==> config.mk <==
export PLATFORM = sky130hd
export DESIGN_NAME = pc_fetch_unit
export DESIGN_NICKNAME = d
export VERILOG_FILES = /design/src/rtl/pc_fetch_unit_pkg.sv /design/src/rtl/pc_fetch_unit_slot.sv /design/src/rtl/pc_fetch_unit.sv
export SDC_FILE = /design/constraint.sdc
export NUM_CORES = 1
export LEC_CHECK = 0
export ABC_AREA = 1
export BUFFER_PORTS_ARGS = -buffer_cell sky130_fd_sc_hd__buf_2
export CAP_MARGIN = 20
export CORE_MARGIN = 8
export CORE_UTILIZATION = 54
export DETAILED_ROUTE_END_ITERATION = 10
export MAX_ROUTING_LAYER = met4
export PLACE_DENSITY = 0.85
export SETUP_SLACK_MARGIN = 0.2
export SLEW_MARGIN = 5
export SYNTH_ARGS = -nofsm -noshare
export SYNTH_HDL_FRONTEND = slang
export SYNTH_HIERARCHICAL = 1
export SYNTH_SLANG_ARGS = --single-unit
==> constraint.sdc <==
create_clock -name clk -period 2.7 [get_ports clk]
set_clock_uncertainty 0.1 [all_clocks]
set_input_delay 0.135 -clock clk [delete_from_list [all_inputs] [get_ports clk]]
set_output_delay 0.135 -clock clk [all_outputs]
set_load 0.01 [all_outputs]
==> src/rtl/pc_fetch_unit_pkg.sv <==
// Shared widths, reset address and fetch FSM state encoding for the fetch unit.
package pc_fetch_unit_pkg;

  localparam int unsigned PC_W_DEF    = 8;
  localparam int unsigned INSTR_W_DEF = 16;
  localparam logic [7:0]  RESET_PC_DEF = 8'h00;

  typedef enum logic [1:0] {
    ST_IDLE    = 2'd0,
    ST_WAIT    = 2'd1,
    ST_DISCARD = 2'd2,
    ST_HALTED  = 2'd3
  } fetch_state_e;

endpackage

==> src/rtl/pc_fetch_unit_slot.sv <==
// One-entry valid/ready holding register for {instr, pc} handed to decode.
// Flush beats load; an unaccepted entry holds its data and valid.
module pc_fetch_unit_slot
  import pc_fetch_unit_pkg::*;
#(
  parameter int unsigned PC_W    = PC_W_DEF,
  parameter int unsigned INSTR_W = INSTR_W_DEF
) (
  input  logic               clk,
  input  logic               rst,
  input  logic               load_i,
  input  logic               flush_i,
  input  logic               ready_i,
  input  logic [INSTR_W-1:0] instr_i,
  input  logic [PC_W-1:0]    pc_i,
  output logic               valid_o,
  output logic [INSTR_W-1:0] instr_o,
  output logic [PC_W-1:0]    pc_o
);

  logic               valid_q, valid_d;
  logic [INSTR_W-1:0] instr_q, instr_d;
  logic [PC_W-1:0]    pc_q, pc_d;

  always_comb begin
    valid_d = valid_q;
    instr_d = instr_q;
    pc_d    = pc_q;
    if (flush_i) begin
      valid_d = 1'b0;
    end else if (load_i) begin
      valid_d = 1'b1;
      instr_d = instr_i;
      pc_d    = pc_i;
    end else if (valid_q && ready_i) begin
      valid_d = 1'b0;
    end
  end

  always_ff @(posedge clk) begin
    if (rst) begin
      valid_q <= 1'b0;
      instr_q <= '0;
      pc_q    <= '0;
    end else begin
      valid_q <= valid_d;
      instr_q <= instr_d;
      pc_q    <= pc_d;
    end
  end

  assign valid_o = valid_q;
  assign instr_o = instr_q;
  assign pc_o    = pc_q;

endmodule

==> src/rtl/pc_fetch_unit.sv <==
// Program counter plus single-outstanding IMEM fetch FSM feeding a one-entry decode slot.
// Redirects flush the slot and discard any in-flight wrong-path response.
module pc_fetch_unit
  import pc_fetch_unit_pkg::*;
#(
  parameter int unsigned     PC_W     = PC_W_DEF,
  parameter int unsigned     INSTR_W  = INSTR_W_DEF,
  parameter logic [PC_W-1:0] RESET_PC = RESET_PC_DEF
) (
  input  logic               clk,
  input  logic               rst,
  input  logic               pc_overwrite,
  input  logic [PC_W-1:0]    overwrite_data,
  input  logic               stall,
  input  logic               halt,
  output logic               imem_req,
  output logic [PC_W-1:0]    imem_addr,
  input  logic               imem_valid,
  input  logic [INSTR_W-1:0] imem_data,
  output logic [INSTR_W-1:0] instr,
  output logic               instr_valid,
  input  logic               instr_ready,
  output logic [PC_W-1:0]    pc_mux,
  output logic               halted
);

  localparam logic [PC_W-1:0] PC_ONE = {{(PC_W-1){1'b0}}, 1'b1};

  fetch_state_e    state_q;
  logic [PC_W-1:0] fetch_pc_q;
  logic [PC_W-1:0] imem_addr_q;
  logic            imem_req_q;
  logic            halted_q;

  logic issue_ok;
  logic slot_load;
  logic slot_flush;

  always_comb begin
    slot_flush = (state_q != ST_HALTED) && (pc_overwrite || halt);
    slot_load  = (state_q == ST_WAIT) && imem_valid && !pc_overwrite && !halt;
    // Issue only when the slot will be empty by the time the response lands.
    issue_ok   = (state_q == ST_IDLE) && !pc_overwrite && !halt && !stall &&
                 (!instr_valid || instr_ready);
  end

  always_ff @(posedge clk) begin
    if (rst) begin
      state_q     <= ST_IDLE;
      fetch_pc_q  <= RESET_PC;
      imem_addr_q <= RESET_PC;
      imem_req_q  <= 1'b0;
      halted_q    <= 1'b0;
    end else begin
      imem_req_q <= 1'b0;
      if (state_q != ST_HALTED) begin
        if (pc_overwrite) begin
          fetch_pc_q <= overwrite_data;
          // An outstanding read is now wrong-path: drop it when it returns.
          if (state_q != ST_IDLE) begin
            state_q <= imem_valid ? ST_IDLE : ST_DISCARD;
          end
        end else if (halt) begin
          halted_q <= 1'b1;
          state_q  <= ST_HALTED;
        end else if (issue_ok) begin
          imem_req_q  <= 1'b1;
          imem_addr_q <= fetch_pc_q;
          state_q     <= ST_WAIT;
        end else if (imem_valid && (state_q != ST_IDLE)) begin
          if (state_q == ST_WAIT) begin
            fetch_pc_q <= fetch_pc_q + PC_ONE;
          end
          state_q <= ST_IDLE;
        end
      end
    end
  end

  assign imem_req  = imem_req_q;
  assign imem_addr = imem_addr_q;
  assign halted    = halted_q;

  pc_fetch_unit_slot #(
    .PC_W    (PC_W),
    .INSTR_W (INSTR_W)
  ) u_fetch_slot (
    .clk     (clk),
    .rst     (rst),
    .load_i  (slot_load),
    .flush_i (slot_flush),
    .ready_i (instr_ready),
    .instr_i (imem_data),
    .pc_i    (fetch_pc_q),
    .valid_o (instr_valid),
    .instr_o (instr),
    .pc_o    (pc_mux)
  );

endmodule
# Word level (Yosys, flattened, before mapping)
# Cells that the tools add are included.
# totals
memories	0
mem_bits_rw	0
out_inout_bits	35
ff_bits	45
in_bits	31
latchBits	0
elab_cells	61
mem_bits_ro	0
# classes
reduce_logical	29
n_mul	0
muxes	14
magnitude_cmp	0
n_addsub	1
shift	0
n_eq_ne	5
div	0
n_bitwise	4
# ops
operator	count
$mux W8	5
$mux W2	6
$logic_and A1 B1 Y1	10
$add A8 B1 Y8 const B	1
$reduce_bool A2 Y1	4
$ne A2 B2 Y1 const B	3
$reduce_and A3 Y1	2
$reduce_and A5 Y1	1
$logic_not A1 Y1	4
$not A1 Y1	4
$reduce_and A4 Y1	1
$reduce_bool A4 Y1	1
$reduce_or A4 Y1	1
$mux W1	3
$eq A2 B1 Y1 const B	1
$logic_not A2 Y1	1
$logic_or A1 B1 Y1	2
$ne A2 B1 Y1 const B	1
$reduce_and A2 Y1	1
$reduce_or A2 Y1	1

# Logic depth before layout (Yosys ltp)
# depth
word_depth	8
mapped_depth	9

# Hierarchy
# Netlist, hierarchy kept.
# by_module_without_submodules
mod	instances	area_each_um2	seq_area_each_um2	cells_each
pc_fetch_unit_slot	1	1077.3	500.5	162
pc_fetch_unit	1	1054.8	400.4	160

# Least setup slack after synthesis
# No wires, ideal clock.
# synth_timing
path_type	register -> register
start	reg state_q[0]
end	reg u_fetch_slot.instr_q[0] (netlist: u_fetch_slot/instr_o[0])
required_ps	2536
arrival_ps	1204
synth_period_minus_slack_ps	1368
path_stages_with_launch	9
setup_slack_ps	1332
setup_ps	64
cell_sequence	dfxtp_1 -> nand2_1 -> nor3_1 -> buf_4 -> inv_2 -> nor2_4 -> buf_6 -> nor2_1 -> nor2_1
# synth_via
elab_chain_len	5
# synth_lines
item	line	text
start, declared	pc_fetch_unit.sv:29	fetch_state_e state_q;
start signal, assigned	pc_fetch_unit.sv:61	state_q <= imem_valid ? ST_IDLE : ST_DISCARD;
$eq A2 B1 Y1	pc_fetch_unit.sv:41	slot_load = (state_q == ST_WAIT) && imem_valid && !pc_overwrite && !halt;
$logic_and A1 B1 Y1 (3 in series)	pc_fetch_unit.sv:41	
named net slot_load	pc_fetch_unit.sv:36	logic slot_load;
$reduce_and A2 Y1 (no source line)	n/a	
end signal, assigned	pc_fetch_unit_slot.sv:47	instr_q <= instr_d;
end, declared	pc_fetch_unit_slot.sv:22	logic [INSTR_W-1:0] instr_q, instr_d;
# The timed path passes the listed nets, and every way through them passes these cells.
# A chain may end at the register's enable or synchronous reset.

# Final worst setup path
# layout_timing
start	reg state_q[0]
end	reg u_fetch_slot.pc_q[2] (netlist: u_fetch_slot/pc_o[2])
# layout_via
elab_chain_len	5
# layout_lines
item	line	text
$eq A2 B1 Y1	pc_fetch_unit.sv:41	
$logic_and A1 B1 Y1 (3 in series)	pc_fetch_unit.sv:41	
named net slot_load	pc_fetch_unit.sv:36	
$reduce_and A2 Y1 (no source line)	n/a	
end signal, assigned	pc_fetch_unit_slot.sv:48	pc_q <= pc_d;
end, declared	pc_fetch_unit_slot.sv:23	logic [PC_W-1:0] pc_q, pc_d;
# The timed path passes the listed nets, and every way through them passes these cells.

==> impl_metrics.env <==
export IMPL_total_power_mw=1.35
export IMPL_min_to="u_fetch_slot/valid_o"
export IMPL_multi_input_area_um2=971
export IMPL_routed_via_density=4.87
export IMPL_p_leak_nw=1.29
export IMPL_nNetsFinal=412
export IMPL_period_needed_ns=1.65
export IMPL_place_ws_ns=0.977
export IMPL_vdd_drop_max_mv=0.376
export IMPL_drtIter0Drc=143
export IMPL_start_util_pct=54.9
export IMPL_end_kind="register"
export IMPL_gp_congestion=0.980
export IMPL_numCtsBuffers=5
export IMPL_holdWs_ns=0.0264
export IMPL_cts_setup_buffers=0
export IMPL_cts_tree="yes"
export IMPL_r2r_end="u_fetch_slot/pc_o[2]"
export IMPL_postCtsHoldBufs=0
export IMPL_coreArea_um2=3880
export IMPL_port_buffers=65
export IMPL_overflow=0
export IMPL_status="finished clean"
export IMPL_area_delta_synth_final_pct=19.2
export IMPL_synth_nets=354
export IMPL_setup_viol=0
export IMPL_drv_cap=0
export IMPL_register_area_um2=901
export IMPL_rr_worst_depth=6
export IMPL_grt_pass1_vias=2015
export IMPL_antenna_found_initial=0
export IMPL_min_path_type="in2reg"
export IMPL_yosysUniqueCellTypes=27
export IMPL_boundaryPins=66
export IMPL_die_y_um=78.8
export IMPL_post_cts_resized=0
export IMPL_synthCells=322
export IMPL_die_x_um=78.8
export IMPL_fin_ws_ns=1.05
export IMPL_clock_fmax_mhz=606
export IMPL_wl_um=5020
export IMPL_diodes=0
export IMPL_drive_gt1_share_pct=23.1
export IMPL_die_area_um2=6210
export IMPL_path_class="reg2reg"
export IMPL_grt_usage_pct=17.4
export IMPL_hold_viol=0
export IMPL_cts_root_buffer="clkbuf_8"
export IMPL_ant_nets=0
export IMPL_arrival_ns=1.79
export IMPL_cts_clk_slew_worst_paths_ns=0.08
export IMPL_crit_required_ns=2.84
export IMPL_clock_sinks=45
export IMPL_critPathLaunchType="register"
export IMPL_netlist_area_um2=2130
export IMPL_dr_pass1_iters=4
export IMPL_grt_start_max_net_pins=26
export IMPL_rows=23
export IMPL_fillers=385
export IMPL_clk_latency_ns=0.30
export IMPL_yosysSeqAreaShare_pct=42.3
export IMPL_slew_viol_final=0
export IMPL_slew_headroom_pct=64.6
export IMPL_htreeDepth=2
export IMPL_clock_path_buffers=2
export IMPL_wire_per_inst_um=11.6
export IMPL_drc=0
export IMPL_hold_start="instr_ready"
export IMPL_setup_tns_ns=0
export IMPL_grt_pass1_wl_um=8730
export IMPL_regToRegSetupSlack_ns=1.05
export IMPL_r2r_start="state_q[0]"
export IMPL_finalCritPeriodShare_pct=61.1
export IMPL_worst_pin_slew_ns=0.529
export IMPL_syn_area_per_cell_um2=6.62
export IMPL_place_hpwl_um=3800
export IMPL_critPathMaxFanout=24
export IMPL_yosys_warnings=6
export IMPL_vias=2101
export IMPL_whs_path_depth=4
export IMPL_power_density_nw_per_um2=530
export IMPL_ys_seq_elements=45
export IMPL_rsz0062_at_grt="false"
==> flip-flops by register name, summed over array words and instances, names as in the netlist <==
register,count
halted,1
u_fetch_slot/pc_o,8
u_fetch_slot/instr_o,16
u_fetch_slot/valid_o,1
state_q,2
imem_req,1
imem_addr,8
fetch_pc_q,8
==> report_power, final <==
group / internal [mW] / total [mW] / switching, mW
clock: 0.231 / 0.447 / 0.216
sequential: 0.688 / 0.713 / 0.0245
combinational: 0.0699 / 0.187 / 0.117
==> cell type report <==
class                      instances  share of cell area [%]
clock buffer                       7                    3.79
multi-input combinational        216                    38.2
inverter                          46                    6.79
sequential                        45                    35.5
timing repair buffer              66                    13.1
tap                               50                    2.46
clock inverter                     1                   0.197
==> worst max path at each step <==
stage | startpoint | end | slack, ns
finish | state_q[0] | u_fetch_slot/pc_o[2] | 1.05
global route | state_q[0] | u_fetch_slot/instr_o[15] | 0.82
CTS | state_q[0] | u_fetch_slot/pc_o[2] | 1.03
detailed placement | pc_overwrite | u_fetch_slot/pc_o[2] | 0.98
global placement | pc_overwrite | u_fetch_slot/pc_o[5] | 1.04
floorplan | state_q[0] | u_fetch_slot/instr_o[0] | 1.33
==> cell usage after synthesis (all sizes together) <==
cell | instances | area (µm²)
nor2 | 78 | 308
nand2 | 61 | 234
dfxtp | 45 | 901
inv | 45 | 169
nand3 | 35 | 180
a21oi | 19 | 110
o21ai | 14 | 70.1
buf | 11 | 77.6
clkbuf | 4 | 15.0
nand4 | 2 | 12.5
nor3 | 2 | 10.0
o211ai | 2 | 15.0
a31oi | 1 | 6.26
clkinv | 1 | 3.75
ha | 1 | 12.5
nand3b | 1 | 7.51
==> critical path: stages, from the launching register on <==
cell and delay (ns):
dfxtp_1 0.38, nand2_1 0.14, nor3_2 0.25, inv_2 0.08, nor2_4 0.42, nor2_1 0.10, nor2_1 0.11
==> per-layer routing <==
| metal | up-vias | track usage [%] | part of all wire, % |
|---|---|---|---|
| met5 | - | - | 0 |
| met4 | 0 | 6.85 | 1.2 |
| met3 | 7 | 5.30 | 8.4 |
| met2 | 68 | 28.9 | 47 |
| met1 | 917 | 19.1 | 43 |
| li1 | 1109 | - | - |
==> placed cells by master, fill, tap and decap left out, types with 2 or more instances in the layout <==
| cell | netlist | final |
|---|---|---|
| o21ai_0 | 3 | 3 |
| nor2_1 | 74 | 74 |
| nor2_2 | 3 | 3 |
| nand2_2 | 2 | 2 |
| nand3_1 | 34 | 34 |
| dfxtp_1 | 45 | 45 |
| clkbuf_8 | 0 | 7 |
| o21ai_1 | 11 | 11 |
| inv_1 | 41 | 41 |
| a21oi_1 | 17 | 17 |
| o211ai_1 | 2 | 2 |
| buf_2 | 5 | 65 |
| nand2_1 | 59 | 59 |
| nand4_1 | 2 | 2 |
| inv_2 | 4 | 4 |
==> cells by family after synthesis <==
kind of cell / after synthesis / share of synthesized area, %
AND/OR/NAND/NOR: 179 / 35.3
flip-flops: 45 / 42.3
buffers and inverters: 61 / 12.4
adder cells (fa/ha/maj): 1 / 0.587
AO/OA/AOI/OAI: 36 / 9.45
==> stage by stage <==
| stage | area (µm²) | utilization [%] | instances |
|---|---|---|---|
| 2_1_floorplan | 2130 | - | 322 |
| 3_3_place_gp | 2440 | 62.8 | 423 |
| 3_5_place_dp | 2440 | 62.8 | 423 |
| 4_1_cts | 2540 | 65.4 | 431 |
| 5_1_grt | 2540 | 65.4 | 431 |
| 6_report | 2540 | 65.4 | 431 |
(Power assumes the default switching activity.)
